--- src/rtl/handshake_pkg.sv ---
// Shared types and default constants for the three-channel round-robin merge
// in front of the foo_RTL handshake consumer.
package handshake_pkg;

  localparam int DEF_WIDTH = 5;
  localparam int DEF_N     = 3;
  localparam int DEF_SRC_W = $clog2(DEF_N);

  // One output FIFO slot: originating channel plus its payload.
  typedef struct packed {
    logic [DEF_SRC_W-1:0] src;
    logic [DEF_WIDTH-1:0] data;
  } rr_entry_t;

endpackage

--- src/rtl/rr_arbiter.sv ---
// N-way round-robin arbiter: the search starts at ptr and wraps modulo N;
// the first requester found wins. Purely combinational.
module rr_arbiter #(
  parameter int N  = 3,
  parameter int SW = $clog2(N)
) (
  input  logic [N-1:0]  req,
  input  logic [SW-1:0] ptr,
  output logic [N-1:0]  grant,
  output logic [SW-1:0] idx,
  output logic          any_req
);

  always_comb begin
    grant   = '0;
    idx     = '0;
    any_req = 1'b0;
    for (int k = 0; k < N; k++) begin
      int c;
      c = int'(ptr) + k;
      if (c >= N) c = c - N;
      if (!any_req && req[c]) begin
        any_req  = 1'b1;
        grant[c] = 1'b1;
        idx      = c[SW-1:0];
      end
    end
  end

endmodule

--- src/rtl/handshake_rr_merge.sv ---
// Merges N ready/valid producer channels into one stream through a small
// output FIFO; each entry carries the channel index it came from.
module handshake_rr_merge
  import handshake_pkg::*;
#(
  parameter int WIDTH = DEF_WIDTH,
  parameter int DEPTH = 2,
  parameter int N     = DEF_N,
  parameter int CNT_W = 16
) (
  input  logic                 CLK,
  input  logic                 ASYNCRESETN,
  input  logic [N-1:0]         arr_valid,
  output logic [N-1:0]         arr_ready,
  input  logic [N*WIDTH-1:0]   arr_data,
  output logic                 out_valid,
  input  logic                 out_ready,
  output logic [WIDTH-1:0]     out_data,
  output logic [$clog2(N)-1:0] out_src,
  output logic [CNT_W-1:0]     xfer_count
);

  localparam int SW = $clog2(N);
  localparam int PW = (DEPTH > 1) ? $clog2(DEPTH) : 1;
  localparam int CW = $clog2(DEPTH + 1);

  typedef struct packed {
    logic [SW-1:0]    src;
    logic [WIDTH-1:0] data;
  } entry_t;

  function automatic logic [PW-1:0] ptr_inc(input logic [PW-1:0] p);
    if (p == PW'(DEPTH - 1)) return '0;
    return p + 1'b1;
  endfunction

  entry_t         mem_q [DEPTH];
  entry_t         mem_d [DEPTH];
  entry_t         head_q, head_d;
  logic [PW-1:0]  wr_ptr_q, wr_ptr_d;
  logic [PW-1:0]  rd_ptr_q, rd_ptr_d;
  logic [CW-1:0]  cnt_q, cnt_d;
  logic [SW-1:0]  prio_q, prio_d;
  logic [CNT_W-1:0] xfer_q, xfer_d;
  logic           out_valid_q, out_valid_d;

  logic [N-1:0]     grant;
  logic [SW-1:0]    win_idx;
  logic             any_req;
  logic             full;
  logic             push;
  logic             pop;
  logic [WIDTH-1:0] win_data;

  rr_arbiter #(.N(N), .SW(SW)) u_arb (
    .req     (arr_valid),
    .ptr     (prio_q),
    .grant   (grant),
    .idx     (win_idx),
    .any_req (any_req)
  );

  // Full is judged on registered count only: a pop in the same cycle does
  // not free a slot for a push.
  assign full      = (cnt_q == CW'(DEPTH));
  assign push      = any_req & ~full & ASYNCRESETN;
  assign pop       = out_valid_q & out_ready;
  assign arr_ready = push ? grant : '0;
  assign win_data  = arr_data[int'(win_idx)*WIDTH +: WIDTH];

  always_comb begin
    mem_d       = mem_q;
    wr_ptr_d    = wr_ptr_q;
    rd_ptr_d    = rd_ptr_q;
    cnt_d       = cnt_q;
    prio_d      = prio_q;
    xfer_d      = xfer_q;
    head_d      = head_q;
    out_valid_d = out_valid_q;

    if (push) begin
      mem_d[wr_ptr_q] = '{src: win_idx, data: win_data};
      wr_ptr_d        = ptr_inc(wr_ptr_q);
      prio_d          = (win_idx == SW'(N - 1)) ? '0 : win_idx + 1'b1;
    end
    if (pop) begin
      rd_ptr_d = ptr_inc(rd_ptr_q);
      xfer_d   = xfer_q + 1'b1;
    end
    case ({push, pop})
      2'b10:   cnt_d = cnt_q + 1'b1;
      2'b01:   cnt_d = cnt_q - 1'b1;
      default: cnt_d = cnt_q;
    endcase

    // The head register keeps its last value when the FIFO drains, so the
    // data lines never go X and stay quiet while empty.
    out_valid_d = (cnt_d != '0);
    if (cnt_d != '0) head_d = mem_d[rd_ptr_d];
  end

  always_ff @(posedge CLK or negedge ASYNCRESETN) begin
    if (!ASYNCRESETN) begin
      for (int i = 0; i < DEPTH; i++) mem_q[i] <= '0;
      head_q      <= '0;
      wr_ptr_q    <= '0;
      rd_ptr_q    <= '0;
      cnt_q       <= '0;
      prio_q      <= '0;
      xfer_q      <= '0;
      out_valid_q <= 1'b0;
    end else begin
      mem_q       <= mem_d;
      head_q      <= head_d;
      wr_ptr_q    <= wr_ptr_d;
      rd_ptr_q    <= rd_ptr_d;
      cnt_q       <= cnt_d;
      prio_q      <= prio_d;
      xfer_q      <= xfer_d;
      out_valid_q <= out_valid_d;
    end
  end

  assign out_valid  = out_valid_q;
  assign out_data   = head_q.data;
  assign out_src    = head_q.src;
  assign xfer_count = xfer_q;

endmodule

--- config.mk ---
export PLATFORM = sky130hd
export DESIGN_NAME = handshake_rr_merge
export DESIGN_NICKNAME = d
export VERILOG_FILES = /design/src/rtl/handshake_pkg.sv /design/src/rtl/rr_arbiter.sv /design/src/rtl/handshake_rr_merge.sv
export SDC_FILE = /design/constraint.sdc
export NUM_CORES = 1
export LEC_CHECK = 0
export BUFFER_PORTS_ARGS = -buffer_cell sky130_fd_sc_hd__buf_2
export CORE_ASPECT_RATIO = 0.7
export CORE_MARGIN = 2
export CORE_UTILIZATION = 30
export CTS_BUF_LIST = sky130_fd_sc_hd__clkbuf_2
export CTS_CLUSTER_SIZE = 24
export DETAILED_ROUTE_END_ITERATION = 10
export PLACE_DENSITY_LB_ADDON = 0.15
export SYNTH_ARGS = -nofsm -noshare
export SYNTH_HDL_FRONTEND = slang
export SYNTH_SLANG_ARGS = --single-unit
--- constraint.sdc ---
create_clock -name CLK -period 3.85 [get_ports CLK]
set_clock_uncertainty 0.05 [all_clocks]
set_input_delay 0.1925 -clock CLK [delete_from_list [all_inputs] [get_ports CLK]]
set_output_delay 0.1925 -clock CLK [all_outputs]
set_load 0.05 [all_outputs]
# After elaboration in Yosys (flattened, before gate mapping)
# Cells that the tools add are included.
# Widths: inputs -> output; s select.
[word_totals]
in_bits = 21
word_cells = 104
regBits = 44
out_inout_bits = 27
[op_classes]
n_eq_ne = 4
reduce_logical = 9
n_mul = 1
muxes = 46
n_shift = 1
add_sub_neg = 11
bitwise = 8
magnitude_cmp = 12
[op_table]
columns = ["op", "count"]
rows = [
  ["$ge 32x1->1 const B", 3],
  ["$lt 32x4->1 const B", 3],
  ["$mux 32", 3],
  ["$ge 32x3->1 const B", 2],
  ["$sub 32x3->32 const B", 2],
  ["$mux 7", 4],
  ["$mux 1", 21],
  ["$add 16x1->16 const B", 1],
  ["$shiftx 15x6->5", 1],
  ["$bwmux 14", 1],
  ["$mux 14", 1],
  ["$mux 3", 4],
  ["$mux 2", 4],
  ["$demux 7 s1", 1],
  ["$bmux 1 s2", 3],
  ["$demux 1 s2", 3],
  ["$eq 2x2->1 const B", 3],
  ["$ge 2x2->1 const B", 3],
  ["$logic_and 1x1->1", 6],
  ["$or 3x3->3", 2],
  ["$mul 2x3->5 const B", 1],
  ["$add 2x1->2 const B", 2],
  ["$not 1->2", 2],
  ["$pmux 2 s2", 1],
  ["other kinds (11)", 15],
]

# Depth between registers and ports, before layout
# Gate-level depths: netlist (run 1).
[logic_depth]
depth_word = 19
depth_mapped = 15
mapped_depth_nobuf = 13

# By module
# A second synthesis (run 1) with hierarchy kept.
[unflattened]
hier_cells = 259
area_unflattened_um2 = 2602.5
[by_module_without_submodules]
columns = ["mod", "area_per_inst_um2", "cells_per_inst", "seq_area_each_um2", "instances"]
rows = [
  ["handshake_rr_merge", 2220.9, 207, 1101.1, 1],
  ["rr_arbiter", 381.6, 52, 0.0, 1],
]

# Least setup slack after synthesis (run 1)
# No wires, ideal clock.
[synth_timing]
path_type = "register -> register"
start = "register prio_q[1]"
end = "register head_q, in the netlist out_src[1]"
path_stages_with_launch = 15
period_less_slack_ns = 3.155
required_time_ns = 3.674
path_slack_ns = 0.695
setup_ns = 0.126
arrival_ns = 2.979
path_buffers = 2
cell_sequence = "dfrtp_1 > inv_1 > ha_1 > buf_6 > mux2_2 > a21boi_1 > a31o_2 > clkbuf_1 > ha_1 > nor2_1 > xnor2_1 > nor2_1 > inv_1 > and3_1 > a221o_1"
[synth_between]
word_cells_on_any_way = 41
classes_between = "5 x add/sub; 3 x order compare; 2 x eq/ne; 24 x mux; 2 x bitwise; 5 x reduce/logical"
[synth_rtl]
columns = ["item", "line_no", "rtl"]
rows = [
  ["from (decl)", "handshake_rr_merge.sv:43", "logic [SW-1:0] prio_q, prio_d;"],
  ["from (signal assigned)", "handshake_rr_merge.sv:118", "prio_q <= prio_d;"],
  ["branches (longest 11 deep; another with $sub 32x3->32)", "--", ""],
  ["$mux 1 (*)", "rr_arbiter.sv:22", "if (!any_req && req[c]) begin"],
  ["$and 1x1->1 (*) (2 in series)", "handshake_rr_merge.sv:66", "assign push = any_req & ~full & ASYNCRESETN;"],
  ["$eq 2x1->1 or $eq 2x2->1 (tied branches)", "handshake_rr_merge.sv:90", "case ({push, pop})"],
  ["$pmux 2 s2 (*)", "handshake_rr_merge.sv:90", ""],
  ["named net cnt_d[1]", "handshake_rr_merge.sv:42", "logic [CW-1:0] cnt_q, cnt_d;"],
  ["$reduce_bool 2->1 (*)", "--", ""],
  ["named net out_valid_d", "handshake_rr_merge.sv:45", "logic out_valid_q, out_valid_d;"],
  ["to (signal assigned)", "handshake_rr_merge.sv:105", "head_q <= '0;"],
  ["to (signal assigned)", "handshake_rr_merge.sv:114", "head_q <= head_d;"],
  ["to (decl)", "handshake_rr_merge.sv:39", "entry_t head_q, head_d;"],
]
# Mark *: on every way through the listed nets, which the timed path passes. The select of a mux whose other input is x is not followed.
# A chain may end at the register's enable or synchronous reset.

# Final worst setup path (run 1)
# Same ends and word-level chain as after synthesis.

==> impl_results.md, run 1 <==
* XOR/XNOR share of the synthesized area at 7.01%
* Setup violators final at 0
* DP HPWL at 4.15 mm
* Yosys reg bits at 44
* Area leader, netlist: dfrtp_1
* Compound-cell area share of the yosys netlist at 18.3%
* CP max FO at 15
* Ports at 48
* Root Driver: clkbuf_2
* Starting Density at 31.3%
* Syn-to-layout area delta at 14.4%
* Placer Congestion at between 0.8 and 0.9
* Die area at about 9000 um^2
* TritonCTS clock tree: built
* Placed Area at 2760 um^2
* Worst setup SP type: flop
* Hold_ws at between 60 and 70 ps
* Most frequent cells after synthesis: 44 x dfrtp_1, 44 x nand2_1, 27 x nor2_1
* CTS sink cnt at 44
* Number of fill cells at around 820
* Synth top area share at 44.4%
* CTS H-tree lvls at 2
* Sequential share of the synthesized area at 44.4%
* First-pass GRT wire length at ~9.4 mm
* Lkg Pwr at 1.32 nW
* Core box area at 7940 um^2
* TritonCTS buffer count at 5
* Unique masters post-synth at 54
* First drt pass iteration count at 4
* Clock share of power at 10.3%
* WL/cell at 14.1 um
* Hold depth at 3
* Share of cells above drive strength 1 at 23.4%
* Adder-Cell Fraction of Synth Area at 3.02%
* Synthesized Nets at 286
* Via count at just over 2000
* Switching pwr at 1.28 mW
* PortBufs at 47
* Cell-internal power at 1.28 mW
* Cells after Synth at 259
* Status: completed
* Power Density at 899 nW/um^2
* Worst slew margin at between 40% and 50%
* Worst slew pin tran at 753 ps
* Tot GR Track Use at 13.3%
* Switching share of power at 50.0%
* Iteration-0 DRC Markers at 104
* Grt ovf at 0
* Die W at 113 um
* Drt drc at 0
* Largest family of logic cells by synthesized area: simple AND/OR/NAND/NOR gates
* Post-route cell area at 2840 um^2
* Critical Path End Type: flop
* Syn Area/Cell at 9.58 um^2
* Nets at 334
* Area contributors post-synth: dfrtp_1 44%, nand2_1 6.7%, xnor2_1 5.3%, o21ai_0 4.4%, nor2_1 4.1%
* Final min period at 3360 ps
* Diodes inserted at 0
* Final Hold Fails at 0
* Slew Limit Fails at 0
* Tcrit/Tclk final at between 80% and 90%
* RSZ-0062 raised after global routing: no
* R2R cell count at 13
* Most used flip-flop cell after synthesis: dfrtp_1
* Power share of the combinational group at 59.7%
* Antenna Nets Post-Route at 0
* Hold WC Path Type: primary input to flop
* CP required at 4140 ps
* Vias in the first global route at 1908
* Critical path class: flop to flop
* Initial antenna violation count at 0
* Mux cell area share after synthesis at between 2 and 2.5%
* Combined area of the multi-input logic cells at 1240 um^2
* Ys async rst share at 100%
* Setup total negative slack at 0 ps
* Row count at 27
* Largest net degree at the start of global routing at 45
* Drt total wl at 5.75 mm
* Setup Buffers After CTS at 0
* EDFF count, synth at 0
* Max clock buf depth at 2
* CP Data Arrival Time at 3660 ps
* Synth Area in Simple Gates at 19.6%
* Post-Syn Area at 2480 um^2
* Max cap viols at 0
* Max Fclk at 297 MHz
* Die height at 80.1 um
* Yosys warns at 0
* FF/Latch Area at between 1000 and 1500 um^2
* Maximum VDD drop at 341 uV
* Clock transition at the registers of the reported paths at 230 ps
* Clk_lat worst skew at roughly 420 ps
* Vias per inst at 5.05
* Flop pwr share at a little under a third
-- area by class of cell --
type                            count  area share, %
Multi-Input combinational cell    196           43.7
Clock buffer                        5          0.881
Clock inverter                      3           1.32
Tap cell                          101           4.45
Inverter                            8           1.06
Timing Repair Buffer               52           9.78
Sequential cell                    44           38.8
-- logic make-up after synthesis --
kind of cell	Yosys count
and+or+nand+nor	104
AOI/OAI and AO/OA	63
DFF	44
xor gates and xnor gates	19
buffers and inverters	19
adders and majority gates	6
muxes	4
-- metrics by stage --
step / utilization (%) / std cells / setup WS, ps / total power, mW
floorplan: - / 259 / 695 / 2.03
global placement: 34.7 / 399 / 638 / 2.32
detailed placement: 34.7 / 399 / 532 / 2.30
CTS: 35.8 / 409 / 514 / 2.57
global route: 35.8 / 409 / 275 / 2.78
finish: 35.8 / 409 / 486 / 2.55
-- path summary, 6_finish.rpt --
path                                 from  slack, ps        endpoint
setup reg to reg                prio_q[1]        490      out_src[1]
min in group asynchronous     ASYNCRESETN        320        cnt_q[0]
setup / recovery                prio_q[1]        490      out_src[1]
hold / removal               arr_data[13]         60        mem_q[3]
hold reg to reg            xfer_count[15]        450  xfer_count[15]
max in group asynchronous     ASYNCRESETN       3050        mem_q[9]
-- power by group through the flow --
| stage | Clock [mW] | Combinational (mW) | Sequential (mW) |
|---|---|---|---|
| after floorplan | 0 | 1.04 | 0.992 |
| after global placement | 0 | 1.54 | 0.780 |
| after detailed placement | 0 | 1.52 | 0.781 |
| after CTS | 0.274 | 1.53 | 0.770 |
| after global routing | 0.292 | 1.70 | 0.793 |
| final | 0.263 | 1.52 | 0.765 |
-- worst max-delay path: stages (launching register included) --
cell and delay (ps):
dfrtp_1 460, inv_1 100, ha_1 330, mux2_2 410
a21boi_1 220, a31o_2 370, ha_1 310, nor2_1 140
xnor2_1 90, nor2_1 100, buf_4 210, inv_1 70
and3_1 180, a221o_1 250
-- metal layers --
metal  GRT usage, %  vias to the layer above  part of all wire (%)
li1               -                     1020                     -
met3           3.62                       10                   6.4
met5              0                        -                     0
met4           4.63                        0                   1.7
met2           17.7                       59                    39
met1           20.3                      976                    53
-- placed cells by master (no fill, tap or decap), drive strengths merged, types with 6 or more instances in the layout --
cell type / instances
ha: 6
a221oi: 10
nor2: 27
buf: 50
nand2: 44
o31ai: 8
inv: 6
o21ai: 24
dfrtp: 44
xnor2: 16
-- state kept, by name (all words and copies together) (netlist names) --
| signal | count |
|---|---|
| cnt_q | 2 |
| mem_q | 14 |
| out_data | 5 |
| out_src | 2 |
| out_valid | 1 |
| prio_q | 2 |
| rd_ptr_q | 1 |
| wr_ptr_q | 1 |
| xfer_count | 16 |
-- timing repair --
action,CTS,global route
hold buffers,2,0
hold endpoints to repair,46,0
gates resized for setup,0,0
Power figures use the tool's default switching activity.
==> inputs of run 2 (changes only) <==
==> constraint.sdc (replaced) <==
create_clock -name CLK -period 3.85 [get_ports CLK]
set_clock_uncertainty 0.05 [all_clocks]
set_input_delay 0.385 -clock CLK [delete_from_list [all_inputs] [get_ports CLK]]
set_output_delay 0.385 -clock CLK [all_outputs]
set_load 0.05 [all_outputs]
==> run 2 against run 1 <==
Compared with the run above: via count fell by 2.5%; wire length hardly changed; first-iteration DRC count up 32%; count of clock-buffer cells in the layout is the same; largest power group unchanged; non-clock buffer count unchanged; sequential power about the same; largest cell class unchanged; register-to-register slack gained 80 ps; worst setup slack improved by 76 ps; clock power about the same; utilization barely moved; combinational power barely moved; worst hold slack improved by 100 ps.
==> impl_results.md, run 2 (synthesis gave the netlist of run 1 again) <==
* Hold_ws at 162 ps (was 62.0 ps)
* RSZ-0062 raised after global routing: no (unchanged)
* Core box area at 7940 um^2 (unchanged)
* CP max FO at 15 (unchanged)
* Max Fclk at 304 MHz (was 297 MHz)
* TritonCTS buffer count at 5 (unchanged)
* Antenna Nets Post-Route at 0 (unchanged)
* Dpl cells at 400 (was 399)
* Setup Buffers After CTS at 0 (unchanged)
* Setup WS post-layout at 562 ps (was 486 ps)
* PortBufs at 47 (unchanged)
* Vias in the first global route at 1876 (was 1908)
* CTS sink cnt at 44 (unchanged)
* Fin util at 35.7% (was 35.8%)
* Worst slew pin tran at 782 ps (was 753 ps)
* Die W at 113 um (unchanged)
* Hold WC Path Type: primary input to flop (unchanged)
* Setup violators final at 0 (unchanged)
* Max cap viols at 0 (unchanged)
* Share of cells above drive strength 1 at 23.7% (was 23.4%)
* WL/cell at 14.1 um (about the same)
* Maximum VDD drop at 531 uV (was 341 uV)
* Row count at 27 (unchanged)
* CTS resizes at 0 (unchanged)
* Grt ovf at 0 (unchanged)
* Syn-to-layout area delta at 14.3% (was 14.4%)
* Largest net degree at the start of global routing at 45 (unchanged)
* CP Data Arrival Time at 3620 ps (was 3660 ps)
* Non-filler cells, final at 409 (unchanged)
* Clock transition at the registers of the reported paths at 240 ps (was 230 ps)
* Placer Congestion at 0.851 (about the same)
* Clk_lat worst skew at 450 ps (was 420 ps)
* Critical Path End Type: flop (unchanged)
* Lkg Pwr at 1.32 nW (about the same)
* Diodes inserted at 0 (unchanged)
* Power Density at 905 nW/um^2 (was 899 nW/um^2)
* Final Hold Fails at 0 (unchanged)
* Die height at 80.1 um (unchanged)
* Slack of the worst reg-to-reg path at 560 ps (was 490 ps)
* Initial antenna violation count at 0 (unchanged)
* Worst slew margin at 47.9% (was 49.8%)
* First drt pass iteration count at 4 (unchanged)
* Final min period at 3290 ps (was 3360 ps)
* TritonCTS clock tree: built (unchanged)
* Design Power at 2.57 mW (was 2.55 mW)
* Status: completed (unchanged)
* Drt total wl at 5.76 mm (was 5.75 mm)
* Leading cell type in the layout, fill and taps excluded: buf_2 (unchanged)
* Root Driver: clkbuf_2 (unchanged)
* Critical path class: flop to flop (unchanged)
* Most frequent cells in the layout: 47 x buf_2, 44 x nand2_1, 44 x dfrtp_1, 27 x nor2_1, 22 x o21ai_0 (unchanged)
* Max clock buf depth at 2 (unchanged)
* Nets at 334 (unchanged)
* Vias per inst at 4.92 (was 5.05)
* Tot GR Track Use at 13.8% (was 13.3%)
* Starting Density at 31.3% (unchanged)
* CP required at 4180 ps (was 4140 ps)
* Max FFs per register at 16 (unchanged)
* Iteration-0 DRC Markers at 137 (was 104)
* Drt drc at 0 (unchanged)
* Worst setup SP type: flop (unchanged)
* Pre-CTS setup slack at 571 ps (was 532 ps)
* CTS H-tree lvls at 2 (unchanged)
* First-pass GRT wire length at 9.60 mm (was 9.45 mm)
* Number of fill cells at 845 (was 821)
* Post-route cell area at 2840 um^2 (about the same)
* Slew Limit Fails at 0 (unchanged)
* DP HPWL at 4.20 mm (was 4.15 mm)
* Setup total negative slack at 0 ps (unchanged)
* Placed Area at 2760 um^2 (about the same)
* Ports at 48 (unchanged)
* Via count at 2014 (was 2065)
* Tcrit/Tclk final at 85.4% (was 87.4%)
* Die area at 9030 um^2 (unchanged)
==> run 2: cell types whose count changed in the layout (fill, tap and decap cells not counted), sizes merged <==
cell	previous run	this run
buf	50	51
dlygate4sd3	2	1
==> run 2: metal layers <==
layer / wire (um) / part of all wire (%) / GRT usage, % / up-vias
met5: 0 / 0 / 0 / -
met4: 85 / 1.5 / 4.76 / 0
met3: 341 / 5.9 / 3.62 / 7
met2: 2210 / 38 / 18.3 / 49
met1: 3120 / 54 / 21.1 / 936
li1: - / - / - / 1022
==> run 2: repair_timing <==
item / CTS / global route
hold buffers: 1 / 0
endpoints found under the hold margin: 44 / 0
endpoints found under the setup margin: 0 / 0
==> run 2: final timing paths <==
path                                start  cells after the start             end
setup reg to reg                prio_q[1]                     13      out_src[1]
hold / removal                  out_ready                      3   xfer_count[0]
max in group asynchronous     ASYNCRESETN                      3        mem_q[9]
setup / recovery                prio_q[1]                     13      out_src[1]
min in group asynchronous     ASYNCRESETN                      3        cnt_q[0]
hold reg to reg            xfer_count[15]                      1  xfer_count[15]
==> run 2: cell type report <==
type | instances | area, um^2 | share of cell area, %
Clock buffer | 5 | 25.0 | 0.882
Clock inverter | 3 | 37.5 | 1.32
Inverter | 8 | 30.0 | 1.06
Multi-Input combinational cell | 196 | 1240 | 43.8
Sequential cell | 44 | 1100 | 38.8
Tap cell | 101 | 126 | 4.46
Timing Repair Buffer | 52 | 275 | 9.70
==> run 2: critical path, stage by stage (launching register included) <==
cell and delay, ps:
dfrtp_1 460, inv_1 90, ha_1 340, mux2_2 410
a21boi_1 190, a31o_2 360, ha_1 320, nor2_1 140
xnor2_1 90, nor2_1 90, buf_4 210, inv_1 70
and3_1 180, a221o_1 250
==> run 2: report_power, final <==
part           internal [mW]  switching, mW
clock network          0.106          0.155
logic                  0.537           1.00
registers              0.642          0.124
total                   1.28           1.28
